==> src/rtl/ram_port_arbiter.sv <==
// Shares one synchronous RAM port between instruction fetch (IF) and data access (MEM).
// Define RAM_ARB_PERF_EN to add grant/conflict performance counters.
module ram_port_arbiter #(
    parameter int unsigned DATA_W     = 64,
    parameter int unsigned ADDR_W     = 64,
    parameter int unsigned STARVE_MAX = 4
) (
    input  logic              clk,
    input  logic              rst,
    input  logic              if_req_i,
    input  logic [ADDR_W-1:0] if_addr_i,
    output logic              if_ack_o,
    output logic              if_rvalid_o,
    output logic [DATA_W-1:0] if_rdata_o,
    input  logic              mem_req_i,
    input  logic              mem_we_i,
    input  logic [ADDR_W-1:0] mem_addr_i,
    input  logic [DATA_W-1:0] mem_wdata_i,
    output logic              mem_ack_o,
    output logic              mem_rvalid_o,
    output logic [DATA_W-1:0] mem_rdata_o,
`ifdef RAM_ARB_PERF_EN
    output logic [31:0]       perf_if_grants_o,
    output logic [31:0]       perf_mem_grants_o,
    output logic [31:0]       perf_conflicts_o,
`endif
    output logic              ram_en_o,
    output logic [ADDR_W-1:0] ram_raddr_o,
    output logic [ADDR_W-1:0] ram_waddr_o,
    output logic [DATA_W-1:0] ram_wdata_o,
    output logic              ram_wen_o,
    input  logic [DATA_W-1:0] ram_rdata_i
);

    typedef enum logic [1:0] {OwnNone, OwnIf, OwnMem} owner_e;

    localparam logic [3:0] StarveMax = 4'(STARVE_MAX);

    owner_e     rd_owner_q, rd_owner_d;
    logic [3:0] starve_cnt_q, starve_cnt_d;
    logic       if_gnt, mem_gnt;

    // Grants are suppressed while rst is high so every ram_* output reads 0 in reset.
    always_comb begin
        if_gnt  = 1'b0;
        mem_gnt = 1'b0;
        if (!rst) begin
            if (if_req_i && (!mem_req_i || starve_cnt_q == StarveMax)) begin
                if_gnt = 1'b1;
            end else if (mem_req_i) begin
                mem_gnt = 1'b1;
            end
        end
    end

    always_comb begin
        starve_cnt_d = starve_cnt_q;
        if (!if_req_i || if_gnt) begin
            starve_cnt_d = 4'd0;
        end else if (starve_cnt_q != StarveMax) begin
            starve_cnt_d = starve_cnt_q + 4'd1;
        end

        rd_owner_d = OwnNone;
        if (if_gnt) begin
            rd_owner_d = OwnIf;
        end else if (mem_gnt && !mem_we_i) begin
            rd_owner_d = OwnMem;
        end
    end

    always_ff @(posedge clk or posedge rst) begin
        if (rst) begin
            rd_owner_q   <= OwnNone;
            starve_cnt_q <= 4'd0;
        end else begin
            rd_owner_q   <= rd_owner_d;
            starve_cnt_q <= starve_cnt_d;
        end
    end

    always_comb begin
        ram_en_o    = if_gnt | mem_gnt;
        ram_wen_o   = mem_gnt & mem_we_i;
        ram_raddr_o = '0;
        ram_waddr_o = '0;
        ram_wdata_o = '0;
        if (if_gnt) begin
            ram_raddr_o = if_addr_i;
        end else if (mem_gnt && mem_we_i) begin
            ram_waddr_o = mem_addr_i;
            ram_wdata_o = mem_wdata_i;
        end else if (mem_gnt) begin
            ram_raddr_o = mem_addr_i;
        end
    end

    // Read data is steered by the registered owner, not by this cycle's grant.
    assign if_ack_o     = if_gnt;
    assign mem_ack_o    = mem_gnt;
    assign if_rvalid_o  = (rd_owner_q == OwnIf);
    assign mem_rvalid_o = (rd_owner_q == OwnMem);
    assign if_rdata_o   = if_rvalid_o  ? ram_rdata_i : '0;
    assign mem_rdata_o  = mem_rvalid_o ? ram_rdata_i : '0;

`ifdef RAM_ARB_PERF_EN
    always_ff @(posedge clk or posedge rst) begin
        if (rst) begin
            perf_if_grants_o  <= 32'd0;
            perf_mem_grants_o <= 32'd0;
            perf_conflicts_o  <= 32'd0;
        end else begin
            if (if_gnt) perf_if_grants_o <= perf_if_grants_o + 32'd1;
            if (mem_gnt) perf_mem_grants_o <= perf_mem_grants_o + 32'd1;
            if (if_req_i && mem_req_i) perf_conflicts_o <= perf_conflicts_o + 32'd1;
        end
    end
`endif

endmodule

==> config.mk <==
export PLATFORM = sky130hd
export DESIGN_NAME = ram_port_arbiter
export DESIGN_NICKNAME = d
export VERILOG_FILES = /design/src/rtl/ram_port_arbiter.sv
export SDC_FILE = /design/constraint.sdc
export NUM_CORES = 1
export LEC_CHECK = 0
export CORE_AREA = 2 2 226 228
export CTS_BUF_LIST = sky130_fd_sc_hd__clkbuf_8 sky130_fd_sc_hd__clkbuf_16
export CTS_CLUSTER_DIAMETER = 120
export DETAILED_ROUTE_END_ITERATION = 10
export DIE_AREA = 0 0 228 230
export GPL_ROUTABILITY_DRIVEN = 1
export GPL_TIMING_DRIVEN = 0
export SYNTH_ARGS = -nofsm -noshare
export SYNTH_HDL_FRONTEND = slang
export SYNTH_SLANG_ARGS = --single-unit
export TNS_END_PERCENT = 5
==> constraint.sdc <==
create_clock -name clk -period 2.6 [get_ports clk]
set_input_delay 0.52 -clock clk [delete_from_list [all_inputs] [get_ports clk]]
set_output_delay 0.52 -clock clk [all_outputs]
set_load 0.03 [all_outputs]
### Word-level counts from Yosys, hierarchy flattened

Cells that the tools add are included.

| word-level totals | value |
|---|---|
| flip-flop bits (word level) | 6 |
| input port bits | 261 |
| output and inout port bits | 326 |
| logic and storage cells | 36 |

| cells by class | value |
|---|---|
| add/subtract/negate cells | 1 |
| eq/ne operators | 4 |
| multiplexer cells | 18 |
| bitwise gates (word level) | 2 |
| reductions and logical operators | 9 |

Operators with widths:

| kind | number |
|---|---|
| 64-bit 2-to-1 mux | 9 |
| 4-bit 2-to-1 mux | 2 |
| 1-bit 2-to-1 mux | 5 |
| 4-bit by 1-bit adder with 4-bit output, second input constant | 1 |
| 4-bit by 3-bit == test with 1-bit output, second input constant | 1 |
| 2-bit 2-to-1 mux | 2 |
| 4-bit by 3-bit inequality test with 1-bit output, second input constant | 1 |
| 1-bit logical AND | 3 |
| 1-bit logical NOT | 3 |
| 2-bit by 1-bit == test with 1-bit output, second input constant | 1 |
| 2-bit == test, second input constant | 1 |
| 1-bit logical OR | 2 |
| 2-bit nonzero test | 1 |
| 1-bit AND | 1 |
| 1-bit OR | 1 |

### Logic depth before layout (Yosys ltp)

Gate-level depths: netlist (run 1).

| depth | value |
|---|---|
| depth in word-level cells | 8 |
| depth in mapped cells | 7 |
| mapped depth without buffers | 5 |

### Least setup slack after synthesis (run 1)

No wires, ideal clock.

| path | value |
|---|---|
| path type | flip-flop to output port |
| from | reg starve_cnt_q[0] |
| to | out ram_raddr_o[14] |
| data arrival time | 1.731 ns |
| slack | 0.349 ns |
| stages on the path, launching flop included | 8 |
| cells stage by stage | dfrtp_1 > inv_1 > ha_1 > and3b_4 > a211oi_2 > buf_4 > buf_2 > a22o_1 |

| between the ends | value |
|---|---|
| longest elaborated chain between the ends | 8 |
| elaborated cells between the ends (all ways) | 11 |
| classes of those cells | 1 x eq/ne; 7 x mux; 3 x reduce/logical |

Ends and longest elaborated chain:

| what | line | source |
|---|---|---|
| start, declared | 40 | `logic [3:0] starve_cnt_q, starve_cnt_d;` |
| start signal, assigned | 78 | `starve_cnt_q <= starve_cnt_d;` |
| 4-bit by 3-bit == test with 1-bit output (*) | 48 | `if (if_req_i && (!mem_req_i \|\| starve_cnt_q == StarveMax)) begin` |
| 1-bit logical OR (*) | 48 |  |
| 1-bit logical AND (*) | 48 |  |
| 1-bit 2-to-1 mux | 48 |  |
| 1-bit 2-to-1 mux | 47 | `if (!rst) begin` |
| 64-bit 2-to-1 mux or 1-bit logical AND (tied branches) | 93, 90 |  |
| 64-bit 2-to-1 mux | 90 | `end else if (mem_gnt && mem_we_i) begin` |
| 64-bit 2-to-1 mux (*) | 88 | `if (if_gnt) begin` |
| end, declared | 28 | `output logic [ADDR_W-1:0] ram_raddr_o,` |

Mark *: on every way between the ends. The rest lies on a longest branch, timed or not.

### Worst setup path after layout (run 1)

| path | value |
|---|---|
| from | reg starve_cnt_q[1] |
| to | out ram_raddr_o[24] |

Same word-level chain as after synthesis.

==> flow_summary.json, run 1 <==
{
  "wl_met1_microns": 13000,
  "path_depth": 8,
  "clk_path_buf_depth": 2,
  "nets": 1267,
  "synthCells": 397,
  "fp.dieW_microns": 228,
  "r2r.worst_path.cells": 6,
  "antenna_found_initial": 7,
  "max_stage_delay_ps": 370,
  "period_share_pct": 103,
  "hold_violations": 0,
  "htreeDepth": 1,
  "grt_pass1_wl_microns": 43900,
  "grt.overflow.total": 0,
  "post_drt_via_cell_ratio": 3.27,
  "grt.total_usage_pct": 11.7,
  "final_core_util_pct": 20.3,
  "portBuffers": 586,
  "slew_violations": 0,
  "total_leakage_power_nw": 5.70,
  "p_per_area_nw_per_um2": 179,
  "hpwl_microns": 30000,
  "relSlewSlack_pct": 60.8,
  "yosys_warnings": 0,
  "start_util_pct": 5.47,
  "layout-drive-gt1-share_pct": 30.1,
  "cp_slowest_cell": "dfrtp_1",
  "wl_met2_microns": 17800,
  "power_frac_clock_pct": 13.7,
  "insertion_delay_ps": 230,
  "post-route-drc-count": 0,
  "end_kind": "output port",
  "cap_violations": 0,
  "reg2reg_setup_slack_ps": 1070,
  "crit_chain": "inv_2 > ha_4 > and3b_4 > a211oi_4 > buf_12 > buf_8 > a22o_1 > buf_2",
  "cts_root_buf": "clkbuf_16",
  "clock-sinks": 6,
  "top_layer": "met4",
  "vias": 5487,
  "p_seq_share_pct": 5.7,
  "status": "finished, violations left",
  "core_sq_um": 49900,
  "rows": 82,
  "drt_iter0_markers": 112,
  "synth_nets": 660,
  "crit_arrival_ps": 2170,
  "post_synth.cell_area_avg_sq_um": 6.86,
  "hold_class": "primary input to async pin",
  "detail-route-antenna-nets": 0,
  "totalPowerFinal_mw": 1.82,
  "max-vdd-ir-drop_uv": 191,
  "grt_pass1_vias": 5748,
  "cts-buffers-inserted": 3,
  "ys_async_sr_fraction_pct": 100,
  "grt_setup_unrepaired": "yes",
  "final_common_cell": "clkdlybuf4s50_1",
  "die_y_microns": 230,
  "intPower_mw": 1.06,
  "grt_max_degree": 12,
  "drt_pass1_iterations": 4,
  "violations": "negative setup slack",
  "post-route-min-period_ps": 2690,
  "wl_met3_microns": 2640,
  "cp_top_family": "buffers and inverters",
  "wire_per_inst_microns": 20.3,
  "setup_viol": 18,
  "p_sw_share_pct": 41.8,
  "syn2layout_area_growth_pct": 271,
  "tightest_slew_ps": 589,
  "synth_edf_count": 0,
  "fmax_mhz": 372,
  "crit_required_ps": 2080,
  "path_class": "flop to output port",
  "io_pins": 587,
  "netlist_area_sq_um": 2730,
  "clkTransAtPathRegs_ps": 30,
  "p_switching_uw": 759,
  "finClkSkew_ps": 1.17,
  "cp_max_fo": 10,
  "mostFrequentLayoutCells": "clkdlybuf4s50_1, and2_1, buf_4, dlymetal6s2s_1, buf_6",
  "cts_tree": "done",
  "routed_wl_microns": 34100,
  "fin_tns_setup_ps": -564,
  "ys_types": 23,
  "crit_buf_inv": 4,
  "dieArea_sq_um": 52400,
  "ys_seq_elements": 6,
  "routabilityCongestion": 0.954,
  "start_kind": "flop",
  "combPwrFrac_pct": 80.6,
  "yosysSeqAreaShare_pct": 5.51,
  "fin_ws_ps": -89.3,
  "synth_ff_type": "dfrtp_1"
}
[worst register-to-register path, cell delays in order (launching register included)]
cell and delay [ps]:
dfrtp_1 370, inv_2 60, ha_4 160, nand3b_1 170
buf_4 160, mux2_2 320, and3_1 170
[state kept, by name (all words and copies together), names as in the netlist]
name / count
starve_cnt_q: 4
rd_owner_q: 2
[area by class of cell]
cell class                 count  area [sq um]
antenna                        3          7.51
buffer                        42           493
clock buffer                   3          75.1
fill                        5590         39700
inverter                       4          15.0
multi-input combinational    345          2520
sequential                     6           150
tap                          672           841
timing repair buffer         602          6030
[kinds of logic after synthesis]
family | after synthesis | share of synthesized area, %
flops | 6 | 5.51
compound gates | 69 | 22.1
xor+xnor | 2 | 0.643
mux | 2 | 0.826
simple gates | 270 | 62.0
buf+inv | 46 | 7.94
fa+ha+maj | 2 | 0.918
[routing by layer]
metal | global-route usage, % | up-vias
met3 | 2.90 | 33
met1 | 12.9 | 2532
met5 | 0 | -
met4 | 2.39 | 0
met2 | 22.6 | 400
li1 | - | 2522
[worst paths after layout]
kind,from,endpoint
hold / removal,rst,starve_cnt_q[3]$_DFFE_PP0P_
hold reg to reg,starve_cnt_q[3]$_DFFE_PP0P_,starve_cnt_q[3]$_DFFE_PP0P_
setup reg to reg,starve_cnt_q[1]$_DFFE_PP0P_,starve_cnt_q[1]$_DFFE_PP0P_
max in group asynchronous,rst,rd_owner_q[0]$_DFF_PP0_
min in group clk,starve_cnt_q[3]$_DFFE_PP0P_,starve_cnt_q[3]$_DFFE_PP0P_
setup / recovery,starve_cnt_q[1]$_DFFE_PP0P_,ram_raddr_o[24]
[power by group through the flow]
stage,clock network (mW),logic [mW],registers [mW]
2_1_floorplan,0,0.544,0.104
3_3_place_gp,0,1.39,0.105
3_5_place_dp,0,1.39,0.105
4_1_cts,0.251,1.43,0.102
5_1_grt,0.257,1.54,0.104
6_report,0.248,1.46,0.103
[through the flow]
stage | hold WS, ps | std cells | setup slack, ps | cell area, sq um
2_1_floorplan | 311 | 397 | 349 | 2730
3_3_place_gp | 671 | 1655 | -1510 | 9430
3_5_place_dp | 697 | 1655 | -1520 | 9430
4_1_cts | 400 | 1670 | -131 | 9650
5_1_grt | 438 | 1676 | -179 | 10100
6_report | 396 | 1677 | -89.3 | 10100
[synthesized netlist by cell type, types with 2 or more instances]
cell type	n	area, sq um
clkbuf_1	15	56.3
inv_1	4	15.0
nor2b_1	2	12.5
a211oi_2	2	25.0
xnor2_1	2	17.5
mux2_2	2	22.5
ha_1	2	25.0
dfrtp_1	6	150
a22o_1	64	561
and3_1	4	25.0
buf_2	12	60.1
clkbuf_2	11	55.1
and2_1	256	1600
nand2b_1	2	12.5
a21oi_1	2	10.0
buf_4	4	30.0
[what timing repair did]
action                      CTS  global route
gates resized for setup    1128           319
gates cloned                  3             1
pin swaps                     5            12
buffers inserted              9             3
setup endpoints to repair   309           296
hold buffers                  0             0
No activity file was read; power rests on OpenSTA's default activity.
==> run 2: changes to the inputs <==
==> constraint.sdc (replaced) <==
create_clock -name clk -period 2.4 [get_ports clk]
set_input_delay 0.48 -clock clk [delete_from_list [all_inputs] [get_ports clk]]
set_output_delay 0.48 -clock clk [all_outputs]
set_load 0.03 [all_outputs]
==> flow_summary.json, run 2 (same netlist as run 1, synthesis figures left out) <==
{
  "status": "finished, violations left",
  "violations": "negative setup slack",
  "grt_pass1_wl_microns": 43900,
  "post-route-min-period_ps": 2650,
  "rr_startpoint": "starve_cnt_q[1]$_DFFE_PP0P_",
  "fin_ws_ps": -245,
  "largest-register": "starve_cnt_q",
  "slew_violations": 0,
  "crit_chain": "inv_1 > ha_2 > and3b_4 > a211oi_4 > buf_12 > buf_8 > a22o_1 > clkdlybuf4s18_2",
  "end_kind": "output port",
  "core_sq_um": 49900,
  "setup.worst_path.start": "starve_cnt_q[1]$_DFFE_PP0P_",
  "grt_max_degree": 12,
  "nets": 1266,
  "htreeDepth": 1,
  "hold_violations": 0,
  "setup_viol": 193,
  "path_depth": 8,
  "crit_buf_inv": 4,
  "cts_root_buf": "clkbuf_16",
  "die_y_microns": 230,
  "final_common_cell": "clkdlybuf4s50_1",
  "layout-drive-gt1-share_pct": 32.6,
  "met3_usage_pct": 2.80,
  "total_leakage_power_nw": 6.09,
  "cp-endpoint": "ram_raddr_o[52]",
  "rows": 82,
  "post_drt_via_cell_ratio": 3.29,
  "crit_required_ps": 1920,
  "intPower_mw": 1.17,
  "totalPowerFinal_mw": 2.00,
  "hpwl_microns": 30000,
  "antenna_found_initial": 9,
  "post-route-drc-count": 0,
  "worst_r2r_endpoint": "starve_cnt_q[1]$_DFFE_PP0P_",
  "detail-route-antenna-nets": 0,
  "grt_util_met2_pct": 22.6,
  "tightest_slew_ps": 581,
  "crit_arrival_ps": 2170,
  "cts_tree": "done",
  "max-vdd-ir-drop_uv": 209,
  "path_class": "flop to output port",
  "clkTransAtPathRegs_ps": 30,
  "cp_max_fo": 8,
  "routed_wl_microns": 34100,
  "fmax_mhz": 378,
  "routabilityCongestion": 0.954,
  "grt_pass1_vias": 5723,
  "top_regs": "starve_cnt_q: 4 flops, rd_owner_q: 2 flops",
  "r2r.worst_path.cells": 6,
  "grt-busiest-layer": "met2",
  "clk_path_buf_depth": 2,
  "combPwrFrac_pct": 81.0,
  "io_pins": 587,
  "cap_violations": 0,
  "period_share_pct": 110,
  "p_switching_uw": 828,
  "p_sw_share_pct": 41.5,
  "met1_usage_pct": 13.1,
  "clock-sinks": 6,
  "relSlewSlack_pct": 61.3,
  "max_stage_delay_ps": 360,
  "drt_pass1_iterations": 4,
  "grt.total_usage_pct": 11.8,
  "dieArea_sq_um": 52400,
  "holdWs_ps": 363,
  "largest_register_ffs": 4,
  "mostFrequentLayoutCells": "clkdlybuf4s50_1, and2_1, buf_6, dlymetal6s2s_1, a22o_1",
  "vias": 5524,
  "cp_slowest_cell": "dfrtp_1",
  "grt_setup_unrepaired": "yes",
  "portBuffers": 586,
  "finClkSkew_ps": 0.675,
  "start_kind": "flop",
  "drt_iter0_markers": 136,
  "reg2reg_setup_slack_ps": 840,
  "wire_per_inst_microns": 20.3,
  "p_per_area_nw_per_um2": 192,
  "power_frac_clock_pct": 13.5,
  "p_seq_share_pct": 5.6,
  "cp_top_family": "buffers and inverters",
  "grt.overflow.total": 0,
  "hold_class": "primary input to async pin",
  "cts-buffers-inserted": 3,
  "start_util_pct": 5.47,
  "fp.dieW_microns": 228,
  "insertion_delay_ps": 230,
  "syn2layout_area_growth_pct": 282
}
## run 2: changes by cell type in the layout (fill, tap and decap cells not counted), moves of 13 or more
cell,change
buf_4,-60
buf_6,+50
and2_1,-22
and2_4,+22
dlymetal6s2s_1,+21
dlygate4sd2_1,-18
clkbuf_4,+13
clkdlybuf4s15_2,-13
## run 2: what timing repair did
item | CTS | global route
gates resized for setup | 1131 | 502
setup endpoints to repair | 326 | 322
hold endpoints to repair | 0 | 0
setup buffers | 11 | 0
pin swaps | 10 | 53
cloned | 4 | 0
hold buffers | 0 | 0
## run 2: worst reg2reg max path, stage by stage, from the launching register on
cell and delay (ps):
dfrtp_1 380, inv_1 70, ha_2 190, nand3b_1 170
buf_4 200, mux2_2 260, and3_1 170
## run 2: area by class of cell
| cell class | instances | area, sq um |
|---|---|---|
| flip-flops and latches | 6 | 150 |
| multi-input cells | 345 | 2550 |
| well taps | 672 | 841 |
| diodes | 4 | 10.0 |
| inverters | 4 | 15.0 |
| fillers | 5558 | 39500 |
| repair buffers | 601 | 6290 |
| clock buffers | 3 | 75.1 |
| plain buffers | 42 | 469 |
## run 2: worst min-delay path by stage
| stage | end | slack, ps | depth (start not counted) |
|---|---|---|---|
| floorplan | rd_owner_q[0]$_DFF_PP0_ | 270 | 1 |
| global placement | starve_cnt_q[3]$_DFFE_PP0P_ | 670 | 2 |
| detailed placement | starve_cnt_q[0]$_DFFE_PP0P_ | 700 | 2 |
| CTS | starve_cnt_q[1]$_DFFE_PP0P_ | 370 | 2 |
| global route | starve_cnt_q[3]$_DFFE_PP0P_ | 410 | 2 |
| finish | starve_cnt_q[3]$_DFFE_PP0P_ | 360 | 2 |
## run 2: through the flow
stage	instances	cell area (sq um)	utilization, %	TNS (ps)	setup WS [ps]
finish	1677	10400	20.9	-23490	-245
global route	1676	10400	20.8	-38550	-337
CTS	1673	9530	19.1	-57200	-289
detailed placement	1655	9430	18.9	-258880	-1640
global placement	1655	9430	18.9	-256800	-1630
floorplan	397	2730	-	0	189
## run 2: routing by layer
layer | vias up | share of wire, %
met5 | - | 0.038
met1 | 2562 | 38
met2 | 404 | 52
li1 | 2521 | -
met4 | 2 | 2.1
met3 | 35 | 8.2
## run 2: power groups by stage
stage / clock network (mW) / registers, mW / logic, mW
3_3_place_gp: 0 / 0.113 / 1.50
4_1_cts: 0.272 / 0.111 / 1.54
6_report: 0.269 / 0.111 / 1.62
2_1_floorplan: 0 / 0.113 / 0.589
5_1_grt: 0.278 / 0.112 / 1.70
3_5_place_dp: 0 / 0.114 / 1.51
